==> config.mk <==
export PLATFORM = sky130hd
export DESIGN_NAME = servo_pwm_slew
export DESIGN_NICKNAME = d
export VERILOG_FILES = /design/src/rtl/servo_pkg.sv /design/src/rtl/servo_us_timebase.sv /design/src/rtl/servo_pwm_slew.sv
export SDC_FILE = /design/constraint.sdc
export NUM_CORES = 1
export LEC_CHECK = 0
export ABC_AREA = 1
export BUFFER_PORTS_ARGS = -buffer_cell sky130_fd_sc_hd__buf_2
export CAP_MARGIN = 10
export CORE_ASPECT_RATIO = 1.5
export CORE_UTILIZATION = 40
export DETAILED_ROUTE_END_ITERATION = 6
export PLACE_DENSITY = 0.73
export SETUP_SLACK_MARGIN = 0.5
export SLEW_MARGIN = 20
export SYNTH_ARGS = -nofsm -noshare
export SYNTH_HDL_FRONTEND = slang
export SYNTH_SLANG_ARGS = --single-unit
==> constraint.sdc <==
create_clock -name CLK -period 1.7 [get_ports CLK]
set_input_delay 0.34 -clock CLK [delete_from_list [all_inputs] [get_ports CLK]]
set_output_delay 0.34 -clock CLK [all_outputs]
set_load 0.03 [all_outputs]
==> src/rtl/servo_pkg.sv <==
// Shared widths, default servo limits and the command clamp used by servo_pwm_slew.
package servo_pkg;

  localparam int US_W            = 12;
  localparam int SERVO_MIN_US    = 650;
  localparam int SERVO_MAX_US    = 2600;
  localparam int SERVO_CENTER_US = 1500;
  localparam int SERVO_PERIOD_US = 20000;

  typedef logic [US_W-1:0] us_t;

  // Signed compare so that a negative command from upstream lands on the low limit.
  function automatic us_t clamp_us(input logic signed [31:0] cmd,
                                   input int lo = SERVO_MIN_US,
                                   input int hi = SERVO_MAX_US);
    us_t result;
    if (cmd < lo)
      result = lo[US_W-1:0];
    else if (cmd > hi)
      result = hi[US_W-1:0];
    else
      result = cmd[US_W-1:0];
    return result;
  endfunction

endpackage

==> src/rtl/servo_us_timebase.sv <==
// Microsecond prescaler and PWM frame counter; one instance may serve several servo channels.
module servo_us_timebase #(
  parameter int CLK_HZ    = 25_000_000,
  parameter int PERIOD_US = 20000
) (
  input  logic                         CLK,
  input  logic                         RST_N,
  output logic                         us_tick,
  output logic [$clog2(PERIOD_US)-1:0] frame_cnt,
  output logic                         frame_start
);

  localparam int DIV  = CLK_HZ / 1_000_000;
  localparam int PS_W = (DIV > 1) ? $clog2(DIV) : 1;
  localparam int FC_W = $clog2(PERIOD_US);

  logic [PS_W-1:0] prescaler;

  assign us_tick = (prescaler == PS_W'(DIV - 1));

  // frame_start is registered so it is high during the first cycle with frame_cnt == 0.
  always_ff @(posedge CLK or negedge RST_N) begin
    if (!RST_N) begin
      prescaler   <= '0;
      frame_cnt   <= '0;
      frame_start <= 1'b0;
    end else begin
      frame_start <= 1'b0;
      if (us_tick)
        prescaler <= '0;
      else
        prescaler <= prescaler + 1'b1;
      if (us_tick) begin
        if (frame_cnt == FC_W'(PERIOD_US - 1)) begin
          frame_cnt   <= '0;
          frame_start <= 1'b1;
        end else begin
          frame_cnt <= frame_cnt + 1'b1;
        end
      end
    end
  end

endmodule

==> src/rtl/servo_pwm_slew.sv <==
// One servo channel: clamps the command, slews the pulse width once per frame, drives the PWM pin.
// Build option: define SERVO_SLEW_EN to rate-limit width changes to SLEW_US per frame.
module servo_pwm_slew
  import servo_pkg::*;
#(
  parameter int CLK_HZ    = 25_000_000,
  parameter int PERIOD_US = SERVO_PERIOD_US,
  parameter int MIN_US    = SERVO_MIN_US,
  parameter int MAX_US    = SERVO_MAX_US,
  parameter int CENTER_US = SERVO_CENTER_US,
  parameter int SLEW_US   = 20
) (
  input  logic               CLK,
  input  logic               RST_N,
  input  logic signed [31:0] cmd_us,
  input  logic               enable,
  output logic               pwm,
  output logic [US_W-1:0]    cur_us,
  output logic               frame_start,
  output logic               at_target,
  output logic               clamped
);

  localparam int FC_W  = $clog2(PERIOD_US);
  localparam int CMP_W = (FC_W > US_W) ? FC_W : US_W;

  if (MAX_US >= 4096 || MAX_US >= PERIOD_US) begin : g_bad_range
    $error("servo_pwm_slew: MAX_US must be below 4096 and below PERIOD_US");
  end
  if (MIN_US > CENTER_US || CENTER_US > MAX_US || SLEW_US < 1 || CLK_HZ < 1_000_000) begin : g_bad_cfg
    $error("servo_pwm_slew: inconsistent MIN/CENTER/MAX, SLEW_US or CLK_HZ");
  end

  logic [1:0]      rst_sync;
  logic            rst_n_int;
  logic            us_tick;
  logic [FC_W-1:0] frame_cnt;
  logic            wrap;
  logic            update;
  logic            upd_d;
  logic            active;
  logic            out_of_range;
  us_t             tgt_next;
  us_t             cur_next;
  us_t             target;

  // Reset asserts immediately but releases two clocks later, in step with CLK.
  always_ff @(posedge CLK or negedge RST_N) begin
    if (!RST_N)
      rst_sync <= 2'b00;
    else
      rst_sync <= {rst_sync[0], 1'b1};
  end

  assign rst_n_int = rst_sync[1];

  servo_us_timebase #(
    .CLK_HZ   (CLK_HZ),
    .PERIOD_US(PERIOD_US)
  ) u_timebase (
    .CLK        (CLK),
    .RST_N      (rst_n_int),
    .us_tick    (us_tick),
    .frame_cnt  (frame_cnt),
    .frame_start(frame_start)
  );

  assign wrap         = us_tick && (frame_cnt == FC_W'(PERIOD_US - 1));
  assign update       = wrap && enable;
  assign tgt_next     = clamp_us(cmd_us, MIN_US, MAX_US);
  assign out_of_range = (cmd_us < MIN_US) || (cmd_us > MAX_US);

`ifdef SERVO_SLEW_EN
  localparam logic signed [US_W:0] SLEW_S = (US_W + 1)'(SLEW_US);
  logic signed [US_W:0] diff;
  assign diff = $signed({1'b0, tgt_next}) - $signed({1'b0, cur_us});
`endif

  always_comb begin
    cur_next = tgt_next;
`ifdef SERVO_SLEW_EN
    if (diff > SLEW_S)
      cur_next = cur_us + US_W'(SLEW_US);
    else if (diff < -SLEW_S)
      cur_next = cur_us - US_W'(SLEW_US);
`endif
  end

  // Width only moves on the frame wrap, so a pulse in flight is never cut short or stretched.
  // active gates pulses until a full frame has started with enable high.
  always_ff @(posedge CLK or negedge rst_n_int) begin
    if (!rst_n_int) begin
      cur_us    <= US_W'(CENTER_US);
      target    <= US_W'(CENTER_US);
      clamped   <= 1'b0;
      at_target <= 1'b0;
      upd_d     <= 1'b0;
      active    <= 1'b0;
      pwm       <= 1'b0;
    end else begin
      upd_d <= update;
      if (update) begin
        target  <= tgt_next;
        clamped <= out_of_range;
        cur_us  <= cur_next;
      end
      if (upd_d)
        at_target <= (cur_us == target);
      if (!enable)
        active <= 1'b0;
      else if (wrap)
        active <= 1'b1;
      pwm <= enable && active && (CMP_W'(frame_cnt) < CMP_W'(cur_us));
    end
  end

endmodule

# Yosys cells after proc, flatten, opt, wreduce, memory -nomap -nowiden
# Index checks and enable logic that the tools add are counted.
[classes] n_addsub=2 order_cmp=3 n_eq_ne=3 muxes=8 n_reduce_logical=5
[ops] operator="$gt 32x13->1 const B" n=1
[ops] operator="$lt 32x11->1 const B" n=1
[ops] operator="$mux 12" n=2
[ops] operator="$add 15x1->15 const B" n=1
[ops] operator="$eq 15x15->1 const B" n=1
[ops] operator="$lt 15x12->1" n=1
[ops] operator="$mux 15" n=1
[ops] operator="$add 5x1->5 const B" n=1
[ops] operator="$eq 5x5->1 const B" n=1
[ops] operator="$mux 5" n=1
[ops] operator="$logic_and 1x1->1" n=4
[ops] operator="$mux 1" n=4
[ops] operator="$ne 2x1->1 const B" n=1
[ops] operator="$logic_or 1x1->1" n=1
[word_totals] regBits=40 inputBits=35 output_inout_bits=16

# Logic depth before layout (Yosys ltp)
[depth] word_depth=4 depth_mapped=11 mapped_depth_nobuf=10

# Cells and area by module
# Synthesis repeated with hierarchy kept, for this count alone.
[hier_totals] hier_cells=332 area_unflattened_um2=2468.6
[modules_own_cells] mod="servo_pwm_slew" n_inst=1 cells_per_inst=184 area_each_um2=1320.0
[modules_own_cells] mod="servo_us_timebase" n_inst=1 cells_per_inst=148 area_each_um2=1148.6

# Least setup slack after synthesis
# Ideal clock, no wire load.
[synth_path] path_type="reg-to-reg" start="register target[6] (netlist name)" end="register pwm" t_arrival_ps=1503 required_ps=1628 setup_slack_ps=125 path_stages_with_launch=8 n_path_buf=0 period_less_slack_ps=1575 cell_sequence="dfstp_2 > inv_1 > ha_1 > a21oi_1 > o21ai_0 > o21ai_0 > o211ai_1 > nor2_1"
[synth_rtl] item="end signal, assigned" line_no="servo_pwm_slew.sv:113" text="pwm <= enable && active && (CMP_W'(frame_cnt) < CMP_W'(cur_us));"
[synth_rtl] item="end, declared" line_no="servo_pwm_slew.sv:17" text="output logic pwm,"

# Worst setup path in the final report
[layout_path] start="register u_timebase.prescaler[0]" end="register u_timebase.frame_cnt[5]"
[layout_via] elab_chain_len=1
[layout_lines] item="start, declared" line_no="servo_us_timebase.sv:17" text="logic [PS_W-1:0] prescaler;"
[layout_lines] item="start signal, assigned" line_no="servo_us_timebase.sv:32" text="prescaler <= prescaler + 1'b1;"
[layout_lines] item="$eq 5x5->1" line_no="servo_us_timebase.sv:19" text="assign us_tick = (prescaler == PS_W'(DIV - 1));"
[layout_lines] item="end signal, assigned" line_no="servo_us_timebase.sv:38" text="frame_cnt <= frame_cnt + 1'b1;"
[layout_lines] item="end, declared" line_no="servo_us_timebase.sv:9" text="output logic [$clog2(PERIOD_US)-1:0] frame_cnt,"
# No other way between the ends.
# A chain may end at the register's enable or synchronous reset.

==> impl_results.md <==
* Top-count cell post-synth: nand2_1
* Inserted Clock Buffers at 5
* Max-slew violation count at 0
* DR pass1 iterations at 6
* Synth async-reset ratio at 100.0%
* Yosys top cell by area: dfrtp_1
* Worst min-delay path category: input port to register
* Die H at 97.65 um
* Crit Path Class: register to register
* P per Cell Area at 500.0 nW/um^2
* DRT iter0 DRCs at 134
* Layout area overhead at 56.67%
* Largest cells by area after synthesis: dfrtp_1 (34%), nand2_1 (12%), dfstp_2 (7.5%)
* Routed WL at 7854 um
* Total Negative Setup Slacks at 0 ns
* Antenna viol nets, final at 0
* Worst endpoint required time at 1.91 ns
* P_leak at 1.904 nW
* Final hold viol count at 0
* Post-Syn Nets at 376
* Arr. time, crit path at 1.83 ns
* H-tree Lvls at 2
* Initial antenna violation count at 0
* ANT cells at 0
* First-pass GRT wire length at 11580 um
* CTS Sinks at 40
* I/O pins at 51
* Core Area at 5828 um^2
* Top cell type's share of synthesized area at 33.85%
* Most used DFF post-synth: dfrtp_1
* Pin count of the biggest net entering global routing at 39
* RSZ-0062 raised after global routing: yes
* Clk Latency, worst-skew pair at 0.30 ns
* Share of cells above drive strength 1 at 48.49%
* Synth Register Bits at 40
* Worst Skew at 0.009759 ns
* Clock slew at reported path FFs at 0.09 ns
* CP Max Fanout at 4
* Nature of the critical path endpoint: register
* Seq/Total Area, Yosys at 41.38%
* Synthesized area at 2440 um^2
* Synth top cells by count: nand2_1 (80), inv_1 (46), nor2_1 (35), dfrtp_1 (33), nand3_1 (29)
* Synth cell types at 31
* Die X-Extent at 65.77 um
* Post-synth EDFFs at 0
* Tcrit/Tclk final at 95.44%
* Die area at 6422 um^2
* Max Cap Viol at 0
* Cells after Synth at 327
* CTS tree: built
* IO Port Bufs at 50
* CTS max path bufs at 2
* Num rows at 34
* Min Hold Slack at 0.2640 ns
* Tot GR Track Use at 23.86%
* Placer Congestion at 0.9604
* DPL Wire Length at 4975 um
* VDD IR max at 0.4124 mV
* Root buf cell: clkbuf_8
* Routed vias/inst at 5.221
* Fin crit period at 1.623 ns
* Vias in the first global route at 2527
* Status: finished clean
* Yosys warnings at 0
* Total grt overflow at 0
* Final setup vio count at 0
* Syn_area_per_cell at 7.461 um^2
* Routed len/inst at 15.61 um
* Via count at 2626
* Startpoint types: register
* Initial Util at 41.86%
* Net count, final at 479
* Max Freq at 616.3 MHz
* Drt drc at 0
## worst max-delay path, stage by stage (launching register included)
cell and delay, ns:
dfrtp_1 0.41, inv_1 0.07, ha_2 0.15, nand4_1 0.13, clkinv_2 0.15, nand2_2 0.11, nor2_2 0.21, nand2_1 0.13
a21oi_1 0.18
## metrics by stage
stage	utilization, %	worst slack (ns)	area [um^2]	power [mW]	std cells
4_1_cts	61.68	0.2213	3595	1.897	490
6_report	65.59	0.07747	3822	1.911	503
2_1_floorplan	-	0.2105	2639	1.045	327
3_3_place_gp	51.67	0.09716	3012	1.119	452
5_1_grt	65.59	0.02183	3822	1.982	503
3_5_place_dp	51.67	0.07273	3012	1.122	452
## cell type report
cell class | count | area (um^2)
Clock buffer | 5 | 68.82
Clock inverter | 3 | 42.54
Fill cell | 421 | 2006
Inverter | 48 | 191.4
Multi-Input combinational cell | 233 | 1592
Sequential cell | 40 | 1023
Tap cell | 72 | 90.09
Timing Repair Buffer | 102 | 814.5
## registers in the layout, indices dropped and copies added, names as in the netlist
register	flops
u_timebase.frame_cnt	15
u_timebase.prescaler	5
pwm	1
clamped	1
target	12
upd_d	1
u_timebase.frame_start	1
active	1
at_target	1
rst_sync	2
## cells by family after synthesis
family / Yosys count / synth area share (%)
AND/OR/NAND/NOR: 176 / 31.69
buffers and inverters: 54 / 8.769
flip-flops: 40 / 41.38
AO/OA/AOI/OAI: 31 / 6.872
adder cells (fa/ha/maj): 14 / 7.180
XOR/XNOR: 11 / 3.949
other: 1 / 0.1537
## report_power, final
part / switching (mW) / internal, mW
clock network: 0.355 / 0.435
registers: 0.00522 / 0.959
logic: 0.0885 / 0.0683
total: 0.449 / 1.46
## layer usage
| layer | up-vias | wire length, um | GRT usage (%) |
|---|---|---|---|
| met1 | 1206 | 2774 | 24.89 |
| met5 | - | 0 | 0 |
| met2 | 120 | 4336 | 43.41 |
| met3 | 38 | 327 | 3.521 |
| li1 | 1262 | - | - |
| met4 | 0 | 415 | 13.38 |
## layout by cell type (no fill, tap or decap), types with 7 or more instances in the layout
cell	Yosys	final
nand4_1	11	11
nand2_1	80	62
inv_1	46	33
xor2_1	10	10
dfrtp_1	33	22
a21oi_1	15	8
ha_1	14	7
buf_6	1	29
nand3_2	0	10
nand3_1	29	17
inv_2	1	10
buf_4	0	35
buf_2	2	35
nand2_2	1	18
o21ai_1	0	9
dfstp_2	7	7
nor2_1	35	30
dfrtp_2	0	11
## path summary, 6_finish.rpt
check | depth (start not counted) | slack (ns) | endpoint | start
setup / recovery | 8 | 0.08 | u_timebase.frame_cnt[5] | u_timebase.prescaler[0]
hold / removal | 3 | 0.26 | target[8] | cmd_us[8]
setup reg to reg | 8 | 0.08 | u_timebase.frame_cnt[5] | u_timebase.prescaler[0]
hold reg to reg | 1 | 0.29 | at_target | rst_sync[1]
max in group asynchronous | 1 | 1.03 | u_timebase.frame_cnt[7] | rst_sync[1]
min in group asynchronous | 1 | 0.29 | at_target | rst_sync[1]
## timing repair
item / CTS / global route
gates resized for setup: 75 / 34
endpoints found under the setup margin: 51 / 51
hold endpoints to repair: 2 / 0
pin swaps: 23 / 19
cloned: 0 / 0
hold buffers: 1 / 0
buffers inserted: 29 / 13
Power figures use the tool's default switching activity.
